$ cat src/rtl/sdu_uart_link_if.sv
// sdu_uart_link_if: DCP-facing bundle of the serial debug unit UART link.
// Carries the TX/RX byte handshakes, FIFO occupancy counts and sticky
// error flags. The master side is the debug command processor, the slave
// side is the UART link itself.
interface sdu_uart_link_if #(
    parameter int DATA_W     = 8,
    parameter int FIFO_DEPTH = 16
);
    localparam int CW = $clog2(FIFO_DEPTH) + 1;

    logic [DATA_W-1:0] tx_data;
    logic              tx_vld;
    logic              tx_rdy;
    logic [DATA_W-1:0] rx_data;
    logic              rx_vld;
    logic              rx_rdy;
    logic [CW-1:0]     rx_cnt;
    logic [CW-1:0]     tx_cnt;
    logic              tx_busy;
    logic              rx_ovf;
    logic              frm_err;
    logic              par_err;
    logic              err_clr;

    modport master (
        output tx_data, tx_vld, rx_rdy, err_clr,
        input  tx_rdy, rx_data, rx_vld, rx_cnt, tx_cnt, tx_busy,
               rx_ovf, frm_err, par_err
    );

    modport slave (
        input  tx_data, tx_vld, rx_rdy, err_clr,
        output tx_rdy, rx_data, rx_vld, rx_cnt, tx_cnt, tx_busy,
               rx_ovf, frm_err, par_err
    );
endinterface

$ cat src/rtl/sdu_uart_link.sv
// sdu_uart_link: parametrised UART link for the serial debug unit.
// A programmable baud tick drives an oversampled receiver (behind a
// 2-flop synchroniser) and a transmitter; both sides are buffered by
// first-word fall-through FIFOs towards the debug command processor.
// Optional feature macro: SDU_PARITY_EN adds one parity bit per frame,
// with the sense chosen by PARITY_ODD (0 = even, 1 = odd).
module sdu_uart_link #(
    parameter int DATA_W     = 8,
    parameter int FIFO_DEPTH = 16,
    parameter int OVS        = 16,
    parameter int DIV_W      = 16,
    parameter int PARITY_ODD = 0
) (
    input  logic             clk,
    input  logic             rst,
    input  logic [DIV_W-1:0] baud_div,
    input  logic             rxd,
    output logic             txd,
    sdu_uart_link_if.slave   bus
);
    localparam int AW = $clog2(FIFO_DEPTH);
    localparam int CW = AW + 1;
    localparam int TW = $clog2(OVS);
    localparam int BW = $clog2(DATA_W + 1);
    localparam logic [TW-1:0] T_LAST = TW'(OVS - 1);
    localparam logic [TW-1:0] T_HALF = TW'(OVS / 2 - 1);
    localparam logic [BW-1:0] B_LAST = BW'(DATA_W - 1);
    localparam logic [CW-1:0] C_FULL = CW'(FIFO_DEPTH);

    if (FIFO_DEPTH < 2 || (FIFO_DEPTH & (FIFO_DEPTH - 1)) != 0) begin : g_bad_depth
        $error("FIFO_DEPTH must be a power of 2 and at least 2");
    end
    if (OVS < 4 || (OVS % 2) != 0) begin : g_bad_ovs
        $error("OVS must be even and at least 4");
    end
    if (PARITY_ODD != 0 && PARITY_ODD != 1) begin : g_bad_par
        $error("PARITY_ODD must be 0 or 1");
    end

`ifdef SDU_PARITY_EN
    typedef enum logic [2:0] {IDLE, START, DATA, PAR, STOP} link_state_t;
`else
    typedef enum logic [2:0] {IDLE, START, DATA, STOP} link_state_t;
`endif

    // ---------------- baud tick ----------------
    logic [DIV_W-1:0] div_cnt;
    logic             tick;

    assign tick = (div_cnt == baud_div);

    // Free-running divider that reloads on match, so a new baud_div applies at the next compare
    always_ff @(posedge clk) begin
        if (rst || tick) div_cnt <= '0;
        else             div_cnt <= div_cnt + DIV_W'(1);
    end

    // ---------------- RX synchroniser ----------------
    logic rxd_m, rxd_s;

    // Two flops bring the asynchronous pin into the clk domain; reset to the idle level
    always_ff @(posedge clk) begin
        if (rst) begin
            rxd_m <= 1'b1;
            rxd_s <= 1'b1;
        end else begin
            rxd_m <= rxd;
            rxd_s <= rxd_m;
        end
    end

    // ---------------- RX FSM ----------------
    link_state_t       rx_state, rx_state_n;
    logic [TW-1:0]     rx_tcnt, rx_tcnt_n;
    logic [BW-1:0]     rx_bit, rx_bit_n;
    logic [DATA_W-1:0] rx_shift, rx_shift_n;
    logic              rx_push, frm_evt;
`ifdef SDU_PARITY_EN
    logic              rx_par_bad, rx_par_bad_n, par_evt;
`endif

    // RX state, tick counter, bit index and assembled byte
    always_ff @(posedge clk) begin
        if (rst) begin
            rx_state <= IDLE;
            rx_tcnt  <= '0;
            rx_bit   <= '0;
            rx_shift <= '0;
`ifdef SDU_PARITY_EN
            rx_par_bad <= 1'b0;
`endif
        end else begin
            rx_state <= rx_state_n;
            rx_tcnt  <= rx_tcnt_n;
            rx_bit   <= rx_bit_n;
            rx_shift <= rx_shift_n;
`ifdef SDU_PARITY_EN
            rx_par_bad <= rx_par_bad_n;
`endif
        end
    end

    // RX next state: start detect, mid-bit sampling, stop-bit verdict
    always_comb begin
        rx_state_n = rx_state;
        rx_tcnt_n  = rx_tcnt;
        rx_bit_n   = rx_bit;
        rx_shift_n = rx_shift;
        rx_push    = 1'b0;
        frm_evt    = 1'b0;
`ifdef SDU_PARITY_EN
        rx_par_bad_n = rx_par_bad;
        par_evt      = 1'b0;
`endif
        case (rx_state)
            IDLE: begin
                if (tick && !rxd_s) begin
                    rx_state_n = START;
                    rx_tcnt_n  = '0;
`ifdef SDU_PARITY_EN
                    rx_par_bad_n = 1'b0;
`endif
                end
            end
            START: begin
                if (tick) begin
                    if (rx_tcnt == T_HALF) begin
                        rx_tcnt_n  = '0;
                        rx_bit_n   = '0;
                        rx_state_n = rxd_s ? IDLE : DATA;
                    end else begin
                        rx_tcnt_n = rx_tcnt + TW'(1);
                    end
                end
            end
            DATA: begin
                if (tick) begin
                    if (rx_tcnt == T_LAST) begin
                        rx_tcnt_n  = '0;
                        rx_shift_n = {rxd_s, rx_shift[DATA_W-1:1]};
                        if (rx_bit == B_LAST) begin
`ifdef SDU_PARITY_EN
                            rx_state_n = PAR;
`else
                            rx_state_n = STOP;
`endif
                        end else begin
                            rx_bit_n = rx_bit + BW'(1);
                        end
                    end else begin
                        rx_tcnt_n = rx_tcnt + TW'(1);
                    end
                end
            end
`ifdef SDU_PARITY_EN
            PAR: begin
                if (tick) begin
                    if (rx_tcnt == T_LAST) begin
                        rx_tcnt_n    = '0;
                        rx_par_bad_n = (rxd_s != ((^rx_shift) ^ (PARITY_ODD != 0)));
                        rx_state_n   = STOP;
                    end else begin
                        rx_tcnt_n = rx_tcnt + TW'(1);
                    end
                end
            end
`endif
            STOP: begin
                if (tick) begin
                    if (rx_tcnt == T_LAST) begin
                        rx_tcnt_n  = '0;
                        rx_state_n = IDLE;
                        frm_evt    = !rxd_s;
`ifdef SDU_PARITY_EN
                        par_evt = rx_par_bad;
                        rx_push = rxd_s && !rx_par_bad;
`else
                        rx_push = rxd_s;
`endif
                    end else begin
                        rx_tcnt_n = rx_tcnt + TW'(1);
                    end
                end
            end
            default: rx_state_n = IDLE;
        endcase
    end

    // ---------------- RX FIFO ----------------
    logic [DATA_W-1:0] rx_mem [FIFO_DEPTH];
    logic [AW-1:0]     rx_wptr, rx_rptr;
    logic [CW-1:0]     rx_cnt_q;
    logic              rx_full, rx_pop, rx_wr, rx_ovf_evt;

    assign rx_full     = (rx_cnt_q == C_FULL);
    assign rx_pop      = bus.rx_vld && bus.rx_rdy;
    assign rx_wr       = rx_push && (!rx_full || rx_pop);
    assign rx_ovf_evt  = rx_push && rx_full && !rx_pop;
    assign bus.rx_vld  = (rx_cnt_q != '0);
    assign bus.rx_data = rx_mem[rx_rptr];
    assign bus.rx_cnt  = rx_cnt_q;

    // RX storage write port; a dropped overflow byte never reaches it
    always_ff @(posedge clk) begin
        if (rx_wr) rx_mem[rx_wptr] <= rx_shift;
    end

    // RX pointers wrap naturally; the count saturates at FIFO_DEPTH by construction
    always_ff @(posedge clk) begin
        if (rst) begin
            rx_wptr  <= '0;
            rx_rptr  <= '0;
            rx_cnt_q <= '0;
        end else begin
            if (rx_wr)  rx_wptr <= rx_wptr + AW'(1);
            if (rx_pop) rx_rptr <= rx_rptr + AW'(1);
            rx_cnt_q <= rx_cnt_q + CW'(rx_wr) - CW'(rx_pop);
        end
    end

    // ---------------- TX FIFO ----------------
    logic [DATA_W-1:0] tx_mem [FIFO_DEPTH];
    logic [AW-1:0]     tx_wptr, tx_rptr;
    logic [CW-1:0]     tx_cnt_q;
    logic              tx_empty, tx_push, tx_pop;
    logic [DATA_W-1:0] tx_head;

    assign bus.tx_rdy = (tx_cnt_q != C_FULL);
    assign tx_push    = bus.tx_vld && bus.tx_rdy;
    assign tx_empty   = (tx_cnt_q == '0);
    assign tx_head    = tx_mem[tx_rptr];
    assign bus.tx_cnt = tx_cnt_q;

    // TX storage write port
    always_ff @(posedge clk) begin
        if (tx_push) tx_mem[tx_wptr] <= bus.tx_data;
    end

    // TX pointers and occupancy
    always_ff @(posedge clk) begin
        if (rst) begin
            tx_wptr  <= '0;
            tx_rptr  <= '0;
            tx_cnt_q <= '0;
        end else begin
            if (tx_push) tx_wptr <= tx_wptr + AW'(1);
            if (tx_pop)  tx_rptr <= tx_rptr + AW'(1);
            tx_cnt_q <= tx_cnt_q + CW'(tx_push) - CW'(tx_pop);
        end
    end

    // ---------------- TX FSM ----------------
    link_state_t       tx_state, tx_state_n;
    logic [TW-1:0]     tx_tcnt, tx_tcnt_n;
    logic [BW-1:0]     tx_bit, tx_bit_n;
    logic [DATA_W-1:0] tx_shift, tx_shift_n;
    logic              txd_n;
`ifdef SDU_PARITY_EN
    logic              tx_par, tx_par_n;
`endif

    assign bus.tx_busy = (tx_state != IDLE);

    // TX state, counters, shift register and the registered pin driver
    always_ff @(posedge clk) begin
        if (rst) begin
            tx_state <= IDLE;
            tx_tcnt  <= '0;
            tx_bit   <= '0;
            tx_shift <= '0;
            txd      <= 1'b1;
`ifdef SDU_PARITY_EN
            tx_par   <= 1'b0;
`endif
        end else begin
            tx_state <= tx_state_n;
            tx_tcnt  <= tx_tcnt_n;
            tx_bit   <= tx_bit_n;
            tx_shift <= tx_shift_n;
            txd      <= txd_n;
`ifdef SDU_PARITY_EN
            tx_par   <= tx_par_n;
`endif
        end
    end

    // TX next state; a frame ending with data still queued reloads directly so frames abut
    always_comb begin
        tx_state_n = tx_state;
        tx_tcnt_n  = tx_tcnt;
        tx_bit_n   = tx_bit;
        tx_shift_n = tx_shift;
        tx_pop     = 1'b0;
        txd_n      = 1'b1;
`ifdef SDU_PARITY_EN
        tx_par_n   = tx_par;
`endif
        case (tx_state)
            IDLE: begin
                if (tick && !tx_empty) begin
                    tx_pop     = 1'b1;
                    tx_shift_n = tx_head;
                    tx_tcnt_n  = '0;
                    tx_state_n = START;
`ifdef SDU_PARITY_EN
                    tx_par_n   = (^tx_head) ^ (PARITY_ODD != 0);
`endif
                end
            end
            START: begin
                if (tick) begin
                    if (tx_tcnt == T_LAST) begin
                        tx_tcnt_n  = '0;
                        tx_bit_n   = '0;
                        tx_state_n = DATA;
                    end else begin
                        tx_tcnt_n = tx_tcnt + TW'(1);
                    end
                end
            end
            DATA: begin
                if (tick) begin
                    if (tx_tcnt == T_LAST) begin
                        tx_tcnt_n  = '0;
                        tx_shift_n = tx_shift >> 1;
                        if (tx_bit == B_LAST) begin
`ifdef SDU_PARITY_EN
                            tx_state_n = PAR;
`else
                            tx_state_n = STOP;
`endif
                        end else begin
                            tx_bit_n = tx_bit + BW'(1);
                        end
                    end else begin
                        tx_tcnt_n = tx_tcnt + TW'(1);
                    end
                end
            end
`ifdef SDU_PARITY_EN
            PAR: begin
                if (tick) begin
                    if (tx_tcnt == T_LAST) begin
                        tx_tcnt_n  = '0;
                        tx_state_n = STOP;
                    end else begin
                        tx_tcnt_n = tx_tcnt + TW'(1);
                    end
                end
            end
`endif
            STOP: begin
                if (tick) begin
                    if (tx_tcnt == T_LAST) begin
                        tx_tcnt_n = '0;
                        if (!tx_empty) begin
                            tx_pop     = 1'b1;
                            tx_shift_n = tx_head;
                            tx_state_n = START;
`ifdef SDU_PARITY_EN
                            tx_par_n   = (^tx_head) ^ (PARITY_ODD != 0);
`endif
                        end else begin
                            tx_state_n = IDLE;
                        end
                    end else begin
                        tx_tcnt_n = tx_tcnt + TW'(1);
                    end
                end
            end
            default: tx_state_n = IDLE;
        endcase

        case (tx_state_n)
            START:   txd_n = 1'b0;
            DATA:    txd_n = tx_shift_n[0];
`ifdef SDU_PARITY_EN
            PAR:     txd_n = tx_par_n;
`endif
            default: txd_n = 1'b1;
        endcase
    end

    // ---------------- sticky flags ----------------
    logic rx_ovf_q, frm_err_q;

    // Sticky error flags; an error event in the same cycle as err_clr keeps the flag set
    always_ff @(posedge clk) begin
        if (rst) begin
            rx_ovf_q  <= 1'b0;
            frm_err_q <= 1'b0;
        end else begin
            if (rx_ovf_evt)       rx_ovf_q <= 1'b1;
            else if (bus.err_clr) rx_ovf_q <= 1'b0;
            if (frm_evt)          frm_err_q <= 1'b1;
            else if (bus.err_clr) frm_err_q <= 1'b0;
        end
    end

    assign bus.rx_ovf  = rx_ovf_q;
    assign bus.frm_err = frm_err_q;

`ifdef SDU_PARITY_EN
    logic par_err_q;

    // Sticky parity error with the same event-wins priority as the other flags
    always_ff @(posedge clk) begin
        if (rst)              par_err_q <= 1'b0;
        else if (par_evt)     par_err_q <= 1'b1;
        else if (bus.err_clr) par_err_q <= 1'b0;
    end

    assign bus.par_err = par_err_q;
`else
    assign bus.par_err = 1'b0;
`endif

endmodule

$ cat src/flat_wrapper.sv
// flat-port wrapper written by rule: the top's interface ports become plain ports
module sdu_uart_link_flat 
#(
    parameter int DATA_W     = 8,
    parameter int FIFO_DEPTH = 16,
    parameter int OVS        = 16,
    parameter int DIV_W      = 16,
    parameter int PARITY_ODD = 0
)
  (clk, rst, baud_div, rxd, txd, bus_tx_data, bus_tx_vld, bus_rx_rdy, bus_err_clr, bus_tx_rdy, bus_rx_data, bus_rx_vld, bus_rx_cnt, bus_tx_cnt, bus_tx_busy, bus_rx_ovf, bus_frm_err, bus_par_err);
  sdu_uart_link_if #(.DATA_W(DATA_W), .FIFO_DEPTH(FIFO_DEPTH)) bus_i ();
  input  logic clk;
  input  logic rst;
  input  logic [DIV_W-1:0] baud_div;
  input  logic rxd;
  output logic txd;
  input wire logic [$bits(bus_i.tx_data)-1:0] bus_tx_data;
  input wire logic [$bits(bus_i.tx_vld)-1:0] bus_tx_vld;
  input wire logic [$bits(bus_i.rx_rdy)-1:0] bus_rx_rdy;
  input wire logic [$bits(bus_i.err_clr)-1:0] bus_err_clr;
  output wire logic [$bits(bus_i.tx_rdy)-1:0] bus_tx_rdy;
  output wire logic [$bits(bus_i.rx_data)-1:0] bus_rx_data;
  output wire logic [$bits(bus_i.rx_vld)-1:0] bus_rx_vld;
  output wire logic [$bits(bus_i.rx_cnt)-1:0] bus_rx_cnt;
  output wire logic [$bits(bus_i.tx_cnt)-1:0] bus_tx_cnt;
  output wire logic [$bits(bus_i.tx_busy)-1:0] bus_tx_busy;
  output wire logic [$bits(bus_i.rx_ovf)-1:0] bus_rx_ovf;
  output wire logic [$bits(bus_i.frm_err)-1:0] bus_frm_err;
  output wire logic [$bits(bus_i.par_err)-1:0] bus_par_err;
  assign bus_i.tx_data = bus_tx_data;
  assign bus_i.tx_vld = bus_tx_vld;
  assign bus_i.rx_rdy = bus_rx_rdy;
  assign bus_i.err_clr = bus_err_clr;
  assign bus_tx_rdy = bus_i.tx_rdy;
  assign bus_rx_data = bus_i.rx_data;
  assign bus_rx_vld = bus_i.rx_vld;
  assign bus_rx_cnt = bus_i.rx_cnt;
  assign bus_tx_cnt = bus_i.tx_cnt;
  assign bus_tx_busy = bus_i.tx_busy;
  assign bus_rx_ovf = bus_i.rx_ovf;
  assign bus_frm_err = bus_i.frm_err;
  assign bus_par_err = bus_i.par_err;
  sdu_uart_link #(.DATA_W(DATA_W), .FIFO_DEPTH(FIFO_DEPTH), .OVS(OVS), .DIV_W(DIV_W), .PARITY_ODD(PARITY_ODD)) u_core (.clk(clk), .rst(rst), .baud_div(baud_div), .rxd(rxd), .txd(txd), .bus(bus_i));
endmodule
$ cat config.mk
export PLATFORM = sky130hd
export DESIGN_NAME = sdu_uart_link_flat
export DESIGN_NICKNAME = d
export VERILOG_FILES = /design/src/rtl/sdu_uart_link_if.sv /design/src/rtl/sdu_uart_link.sv /design/src/flat_wrapper.sv
export SDC_FILE = /design/constraint.sdc
export NUM_CORES = 1
export LEC_CHECK = 0
export CAP_MARGIN = 30
export CORE_UTILIZATION = 40
export DETAILED_ROUTE_END_ITERATION = 6
export DONT_BUFFER_PORTS = 1
export PLACE_DENSITY = 0.54
export SLEW_MARGIN = 40
export SYNTH_ARGS = -nofsm -noshare
export SYNTH_HDL_FRONTEND = slang
export SYNTH_SLANG_ARGS = --single-unit
$ cat constraint.sdc
create_clock -name clk -period 2.97 [get_ports clk]
set_clock_uncertainty 0.1 [all_clocks]
set_input_delay 0.4455 -clock clk [delete_from_list [all_inputs] [get_ports clk]]
set_output_delay 0.4455 -clock clk [all_outputs]
set_load 0.005 [all_outputs]
After elaboration in Yosys (flattened, before gate mapping)
Memories as Yosys holds them, arrays and structs flattened. A register that Yosys moved wholly into a read port is not among the register bits.
Cells that the tools add are included.
{"block": "op_classes", "muxes": 72, "n_reduce_logical": 34, "add_sub_neg": 13, "eq_ne": 36}
{"operator": "$mux 4", "n": 22}
{"operator": "$mux 3", "n": 16}
{"operator": "$mux 8", "n": 6}
{"operator": "$ne 2x1->1 const B", "n": 17}
{"operator": "$add 4x1->4 const B", "n": 8}
{"operator": "$pmux 3 s4", "n": 2}
{"operator": "$pmux 4 s2", "n": 3}
{"operator": "$pmux 8 s3", "n": 1}
{"operator": "$mux 1", "n": 18}
{"operator": "$add 16x1->16 const B", "n": 1}
{"operator": "$eq 16x16->1", "n": 1}
{"operator": "$eq 3x2->1 const B", "n": 5}
{"operator": "$eq 4x3->1 const B", "n": 3}
{"operator": "$pmux 4 s3", "n": 1}
{"operator": "$reduce_and 6->1", "n": 2}
{"operator": "$add 5x1->5", "n": 2}
{"operator": "$reduce_bool 2->1", "n": 5}
{"operator": "$sub 5x1->5", "n": 2}
{"operator": "$eq 3x1->1 const B", "n": 3}
{"operator": "$reduce_bool 3->1", "n": 3}
{"operator": "$eq 4x4->1 const B", "n": 2}
{"operator": "$reduce_and 8->1", "n": 1}
{"operator": "$logic_and 1x1->1", "n": 7}
{"operator": "$reduce_and 7->1", "n": 1}
{"operator": "other kinds (14)", "n": 23}
{"block": "totals", "mem_count": 2, "regBits": 85, "output_inout_bits": 25, "mem_bits_rw": 256, "elab_cells": 178, "in_bits": 30}
{"memory": "u_core.rx_mem", "depth": 16, "word_bits": 8, "read_ports": 1, "rd_ports_with_merged_regs": 1, "write_ports": 1, "line": "sdu_uart_link.sv:190", "text": "logic [DATA_W-1:0] rx_mem [FIFO_DEPTH];"}
{"memory": "u_core.tx_mem", "depth": 16, "word_bits": 8, "read_ports": 1, "rd_ports_with_merged_regs": 1, "write_ports": 1, "line": "sdu_uart_link.sv:222", "text": "logic [DATA_W-1:0] tx_mem [FIFO_DEPTH];"}

Logic depth before layout (Yosys ltp)
Gate-level depths: netlist of run 1.
{"block": "logic_depth", "word_depth": 7, "depth_mapped": 15, "ltp_nobuf": 14}

Worst setup path after synthesis of run 1
Ideal clock, no wire load.
{"block": "synth_timing", "kind": "input to register", "startpoint": "in baud_div[10]", "endpoint": "reg u_core.tx_cnt_q[4] (netlist: u_core.bus.tx_cnt[4])", "t_required_ps": 2800, "arrival_time_ps": 3007, "setup_time_ps": 70, "slack_ps": -207, "stages": 12, "path_buffers": 1, "path_cell_list": "xor2_1 > nor4_4 > nand4_4 > nor3_4 > buf_2 > xor2_1 > ha_1 > fa_1 > a21oi_1 > nor2_1 > or3_1 > a21oi_1"}
{"block": "synth_via", "elab_chain_cells": 5, "word_cells_on_any_way": 6, "cone_classes": "1 x add/sub; 1 x eq/ne; 3 x mux; 1 x reduce/logical"}
{"element": "from (decl)", "line": "flat_wrapper.sv:14", "text": "input logic [DIV_W-1:0] baud_div;"}
{"element": "$eq 16x16->1 (*)", "line": "sdu_uart_link.sv:50", "text": "assign tick = (div_cnt == baud_div);"}
{"element": "$logic_and 1x1->1", "line": "sdu_uart_link.sv:300", "text": "if (tick && !tx_empty) begin"}
{"element": "$mux 1", "line": "sdu_uart_link.sv:300"}
{"element": "$pmux 1 s2 (*)", "line": "sdu_uart_link.sv:298", "text": "case (tx_state)"}
{"element": "$sub 5x1->5 (*)", "line": "sdu_uart_link.sv:248", "text": "tx_cnt_q <= tx_cnt_q + CW'(tx_push) - CW'(tx_pop);"}
{"element": "to (signal assigned)", "line": "sdu_uart_link.sv:248"}
{"element": "to (decl)", "line": "sdu_uart_link.sv:224", "text": "logic [CW-1:0] tx_cnt_q;"}
Every way passes the cells marked *; elsewhere a longest branch is shown, timed or not.
A chain may end at the register's enable or synchronous reset.

==> run_results.csv, run 1 <==
group,metric,value,unit
synthesis,synth.area.top_cells,"edfxtp_1 54%, dfxtp_1 13%, mux4_2 13%, nor2_1 2.5%, ha_1 2.3%",
layout,final_nets,1040,
die,io_pins,55,
sta,postLayoutSetupSlackWorst,0.166,ns
grt,gr-total-overflow,0,
synthesis,synth_area_per_cell,15.7,um^2
synthesis,yosysTopAreaCell,"edfxtp_1",
clock_tree,clk_path_buf_depth,3,
layout,final_common_cell,"edfxtp_1",
sta,holdWs,0.0534,ns
die,die_x,191,um
detailed_routing,drt_wl_total,26900,um
grt,grt_pass1_vias,7415,
sta,finalHoldViolCount,0,
sta,fin_setup_tns,0,ns
sta,grt_setup_unrepaired,"false",
grt,grt_max_degree,70,
critical_path,setup.worst_path.start_class,"flip-flop",
layout,layout-drive-gt1-share,21.8,%
grt,busiest_layer,"met2",
critical_path,worstSetupPathType,"flip-flop to output pin",
clock_tree,clk_pin_slew,0.06,ns
synthesis,synthCells,910,
detailed_routing,drt-initial-drc-count,398,
grt,track_usage,15.2,%
sta,min_period,2.80,ns
power,pwr_density_cell,674,nW/um^2
clock_tree,clock_sinks,348,
sta,period_share,94.4,%
sta,clock.fmax,357,MHz
detailed_routing,via_per_inst,5.11,
grt,grt_pass1_wl,42300,um
sta,relSlewSlack,58.2,%
synthesis,ys_ff_latch,348,
synthesis,yosysWarnings,0,
power,power,11200,uW
placed_design,gp_congestion,0.744,
die,start_util,41.0,%
clock_tree,cts-root-buf,"clkbuf_16",
detailed_routing,ant_nets,0,
layout,num-fill-cells,3038,
status,status,"finished, final reports clean",
sta,tightest_slew,0.618,ns
min_path,holdCritPathClass,"primary input to flip-flop",
critical_path,arrival,2.26,ns
grt,grt_use_met3,3.76,%
grt,grt_antenna_before_repair,3,
layout,final_core_util,47.5,%
synthesis,synth_cell_types,58,
placed_design,place_hpwl,17500,um
grt,met1_usage,20.2,%
synthesis,yosysTopAreaCellShare,53.7,%
synthesis,synth_edf_count,256,
clock_tree,clkLatencyLatePin,0.54,ns
die,fp-row-count,68,
critical_path,end_kind,"output pin",
detailed_routing,vias,7505,
sta,finalSetupViolCount,0,
die,dieArea,36500,um^2
power,cellLeakagePower,0.00583,uW
clock_tree,cts_inserted_buffers,38,
detailed_routing,avgRoutedWirePerCell,18.3,um
placed_design,pre_cts_ws,-0.00118,ns
power,ir_drop,0.456,mV
clock_tree,cts_tree,"yes",
layout,syn2layout_area_growth,15.8,%
synthesis,synth.cell_area,14300,um^2
die,core-area,34900,um^2
placed_design,io_buffers,0,
synthesis,synth-async-reset-ratio,0,%
critical_path,cp_max_fo,32,
critical_path,required,2.42,ns
job,drv_cap,0,
clock_tree,h-tree-depth,2,
synthesis,yosysSeqAreaShare,66.6,%
detailed_routing,drc,0,
die,die_h,191,um
synthesis,synth_ff_type,"edfxtp_1",
detailed_routing,first_pass_iters,5,
layout,layout_common_cells,"256 x edfxtp_1, 97 x nor2_1, 89 x dfxtp_1",
sta,drv_slew,0,
grt,use_met2,24.8,%
cells in the mapped netlist (3+ instances only):
| master | n |
|---|---|
| nand3b_1 | 3 |
| nor2_1 | 97 |
| nand2_1 | 36 |
| nor2b_1 | 8 |
| and3_1 | 10 |
| inv_1 | 27 |
| clkbuf_1 | 24 |
| mux2i_1 | 16 |
| nor4_4 | 4 |
| buf_2 | 8 |
| mux4_2 | 80 |
| buf_1 | 9 |
| a21oi_1 | 35 |
| a22oi_1 | 9 |
| o32ai_1 | 3 |
| or3_1 | 11 |
| nand4_1 | 8 |
| ha_1 | 26 |
| and2_1 | 6 |
| dfxtp_1 | 92 |
| o21ai_0 | 13 |
| xnor2_1 | 15 |
| nand3_1 | 16 |
| xor2_1 | 31 |
| edfxtp_1 | 256 |
| nor3_1 | 15 |
| nand2b_1 | 9 |
through the flow:
step,instances,cell area [um^2]
after floorplan,911,14300
after global placement,1384,15200
after detailed placement,1384,15200
after CTS,1465,16600
after global routing,1469,16600
final,1469,16600
flip-flops by register name, indices dropped and copies added, names as in the netlist, 2 cells and up, named ones only:
| register | cells |
|---|---|
| u_core.rx_state | 2 |
| u_core.tx_state | 3 |
| u_core.rx_mem | 128 |
| u_core.rx_shift | 8 |
| u_core.rx_tcnt | 4 |
| u_core.rx_wptr | 4 |
| u_core.rx_rptr | 4 |
| u_core.bus.tx_cnt | 5 |
| u_core.bus.rx_cnt | 5 |
| u_core.tx_shift | 8 |
| u_core.tx_rptr | 4 |
| u_core.tx_wptr | 4 |
| u_core.tx_tcnt | 4 |
| u_core.div_cnt | 16 |
| u_core.tx_mem | 128 |
| u_core.tx_bit | 4 |
| u_core.rx_bit | 4 |
cells by family (layout without fill, tap and decap cells):
| family | count (synthesis) | count (layout) | synth area share, % |
|---|---|---|---|
| mux | 98 | 98 | 13.9 |
| compound gates | 74 | 74 | 3.14 |
| other cells | 1 | 4 | 0.0262 |
| flops | 348 | 348 | 66.6 |
| xor+xnor | 46 | 46 | 2.81 |
| buf+inv | 71 | 172 | 2.01 |
| fa+ha+maj | 28 | 28 | 2.55 |
| simple gates | 244 | 244 | 9.03 |
cell type report:
type | count | area (um^2) | share of cell area [%]
clock buffers | 52 | 1030 | 6.24
multi-input cells | 492 | 4510 | 27.2
well taps | 455 | 569 | 3.43
inverters | 28 | 105 | 0.634
clock inverters | 18 | 193 | 1.16
flip-flops and latches | 348 | 9530 | 57.5
diodes | 2 | 5.00 | 0.0302
repair buffers | 74 | 626 | 3.77
critical path: stages (launching register included):
cell     delay (ns)
dfxtp_2        0.34
buf_12         0.26
mux4_2         0.58
mux4_2         0.52
report_power, final:
part | switching [uW] | total [uW] | internal, uW
combinational | 626 | 1150 | 528
clock | 1890 | 4610 | 2720
sequential | 97.2 | 5410 | 5320
what timing repair did:
item,4_1_cts,5_1_grt
buffers inserted,0,2
gates resized for setup,0,3
hold buffers,11,0
endpoints found under the hold margin,199,0
setup endpoints to repair,0,1
metal layers:
layer  vias to the layer above  part of all wire, %
li1                       3612                    -
met1                      3752                   45
met2                       102                   49
met3                        37                  3.9
met4                         2                  1.7
met5                         -                0.048
path summary, 6_finish.rpt:
check / start / endpoint / slack, ns / depth (start not counted)
hold reg to reg: u_core.rxd_m / u_core.rxd_s / 0.31 / 1
setup / recovery: flip-flop / bus_rx_data[7] / 0.17 / 3
setup reg to reg: u_core.tx_tcnt[1] / u_core.bus.tx_cnt[4] / 0.20 / 13
hold / removal: rst / u_core.tx_rptr[3] / 0.05 / 2
No activity file was read; power rests on OpenSTA's default activity.
==> run 2, diff against run 1 <==
--- a/config.mk
+++ b/config.mk
@@ -6,11 +6,13 @@
 export NUM_CORES = 1
 export LEC_CHECK = 0
 export CAP_MARGIN = 30
-export CORE_UTILIZATION = 40
+export CORE_UTILIZATION = 31
+export CTS_CLUSTER_SIZE = 25
 export DETAILED_ROUTE_END_ITERATION = 6
 export DONT_BUFFER_PORTS = 1
-export PLACE_DENSITY = 0.54
+export PLACE_DENSITY = 0.44
 export SLEW_MARGIN = 40
 export SYNTH_ARGS = -nofsm -noshare
 export SYNTH_HDL_FRONTEND = slang
 export SYNTH_SLANG_ARGS = --single-unit
+export TNS_END_PERCENT = 50
==> run_results.csv, run 2 (same netlist as run 1, synthesis figures left out) <==
group,metric,value,unit
sta,min_period,2.84,ns
grt,track_usage,12.6,%
detailed_routing,drt_wl_total,28600,um
layout,layout_common_cells,"256 x edfxtp_1, 97 x nor2_1, 90 x dfxtp_1",
clock_tree,clk_pin_slew,0.06,ns
sta,drv_slew,0,
die,io_pins,55,
layout,layout-drive-gt1-share,22.3,%
detailed_routing,first_pass_iters,5,
critical_path,critPathSlowestCell,"mux4_2",
critical_path,reg2regPathDepth,11,
die,die_h,217,um
grt,grt_antenna_before_repair,1,
critical_path,cpPeakStageDelay,0.58,ns
min_path,whs_path_depth,2,
detailed_routing,drc,0,
detailed_routing,ant_nets,0,
power,ir_drop,0.413,mV
critical_path,worstSetupPathType,"flip-flop to output pin",
placed_design,place_hpwl,18800,um
clock_tree,clock_sinks,348,
placed_design,dpl_cell_area,15400,um^2
critical_path,arrival,2.30,ns
die,core-area,45500,um^2
critical_path,r2r-start,"u_core.div_cnt[10]",
layout,final_nets,1037,
clock_tree,post_cts_buffers,0,
placed_design,dp_cells,1526,
detailed_routing,vias,7518,
layout,stdcell_count,1611,
critical_path,rr_endpoint,"u_core.bus.tx_cnt[4]",
power,power,11300,uW
detailed_routing,drt-initial-drc-count,310,
clock_tree,h-tree-depth,2,
critical_path,cp_max_fo,32,
critical_path,path_cells,"buf_12, mux4_2, mux4_2",
placed_design,gp_congestion,0.719,
clock_tree,clk_path_buf_depth,3,
clock_tree,cts_inserted_buffers,40,
status,status,"finished, final reports clean",
min_path,hold_start,"rst",
critical_path,crit_buf_inv,1,
grt,grt_max_degree,70,
power,cellLeakagePower,0.00584,uW
die,die_x,217,um
power,pwr_density_cell,676,nW/um^2
layout,seqCellArea,9530,um^2
die,start_util,31.5,%
sta,grt_setup_unrepaired,"false",
clock_tree,cts-root-buf,"clkbuf_16",
critical_path,setup.worst_path.start_class,"flip-flop",
min_path,holdCritPathClass,"primary input to flip-flop",
sta,finalSetupViolCount,0,
die,fp-row-count,78,
layout,syn2layout_area_growth,17.2,%
critical_path,required,2.42,ns
critical_path,path_common_cell,"mux4_2",
clock_tree,clkLatencyLatePin,0.56,ns
grt,grt_pass1_vias,7609,
sta,clock.fmax,352,MHz
layout,final_common_cell,"edfxtp_1",
sta,period_share,95.8,%
layout,num-fill-cells,4327,
layout,reg.largest.list,"u_core.rx_mem (128), u_core.tx_mem (128), u_core.div_cnt (16)",
min_path,hold_end,"u_core.tx_rptr[3]",
detailed_routing,via_per_inst,4.67,
placed_design,pre_cts_ws,0.0268,ns
sta,relSlewSlack,56.7,%
layout,fin_area,16800,um^2
critical_path,r2r_slack,0.17,ns
clock_tree,cts_tree,"yes",
job,drv_cap,0,
layout,final_core_util,36.9,%
layout,multi_input_area,4510,um^2
grt,grt_pass1_wl,45400,um
sta,postLayoutSetupSlackWorst,0.126,ns
die,dieArea,47000,um^2
critical_path,cp_top_family,"multiplexers",
placed_design,io_buffers,0,
detailed_routing,avgRoutedWirePerCell,17.8,um
sta,finalHoldViolCount,0,
grt,gr-total-overflow,0,
critical_path,end_kind,"output pin",
sta,tightest_slew,0.640,ns
## run 2: worst register-to-register path: stages (launching register included)
cell,delay (ns)
dfxtp_1,0.32
xor2_1,0.16
nor4_4,0.39
nand4_4,0.19
nor3_4,0.27
xor2_1,0.11
ha_2,0.19
fa_2,0.36
a21oi_2,0.12
nor2_1,0.05
or3_1,0.34
a21oi_1,0.14
## run 2: how the worst max path moves through the flow
stage | slack (ns) | to | cells after the start
after floorplan | -0.06 | u_core.bus.tx_cnt[4] | 12
after global placement | 0.05 | u_core.bus.tx_cnt[4] | 11
after detailed placement | 0.03 | u_core.bus.tx_cnt[4] | 11
after CTS | 0.05 | bus_rx_data[4] | 3
after global routing | 0.004 | u_core.bus.tx_cnt[4] | 11
final | 0.13 | bus_rx_data[4] | 3
## run 2: per-layer routing
| layer | global-route usage, % | part of all wire [%] | up-vias |
|---|---|---|---|
| li1 | - | - | 3615 |
| met1 | 16.2 | 45 | 3749 |
| met2 | 20.9 | 49 | 100 |
| met3 | 2.56 | 3.6 | 54 |
| met4 | 4.84 | 2.5 | 0 |
| met5 | 0 | 0 | - |
## run 2: area by class of cell
type	instances	share of cell area [%]
repair buffers	69	3.58
inverters	28	0.627
clock buffers	43	6.04
well taps	600	4.48
clock inverters	30	1.54
multi-input cells	492	26.9
diodes	1	0.0149
flip-flops and latches	348	56.8
## run 2: stage by stage
step,hold WS [ns],setup TNS (ns)
after floorplan,0.289,-0.0607
after global placement,0.300,0
after detailed placement,0.302,0
after CTS,0.00428,0
after global routing,0.0701,0
final,0.0375,0
## run 2: power by group
| part | switching [uW] | total, uW | internal, uW |
|---|---|---|---|
| registers | 104 | 5420 | 5320 |
| clock network | 2000 | 4750 | 2750 |
| logic | 628 | 1160 | 533 |
## run 2: repair_timing
action	CTS	global route
gates resized for setup	0	1
hold buffers	11	0
endpoints found under the hold margin	199	0
setup endpoints to repair	0	1
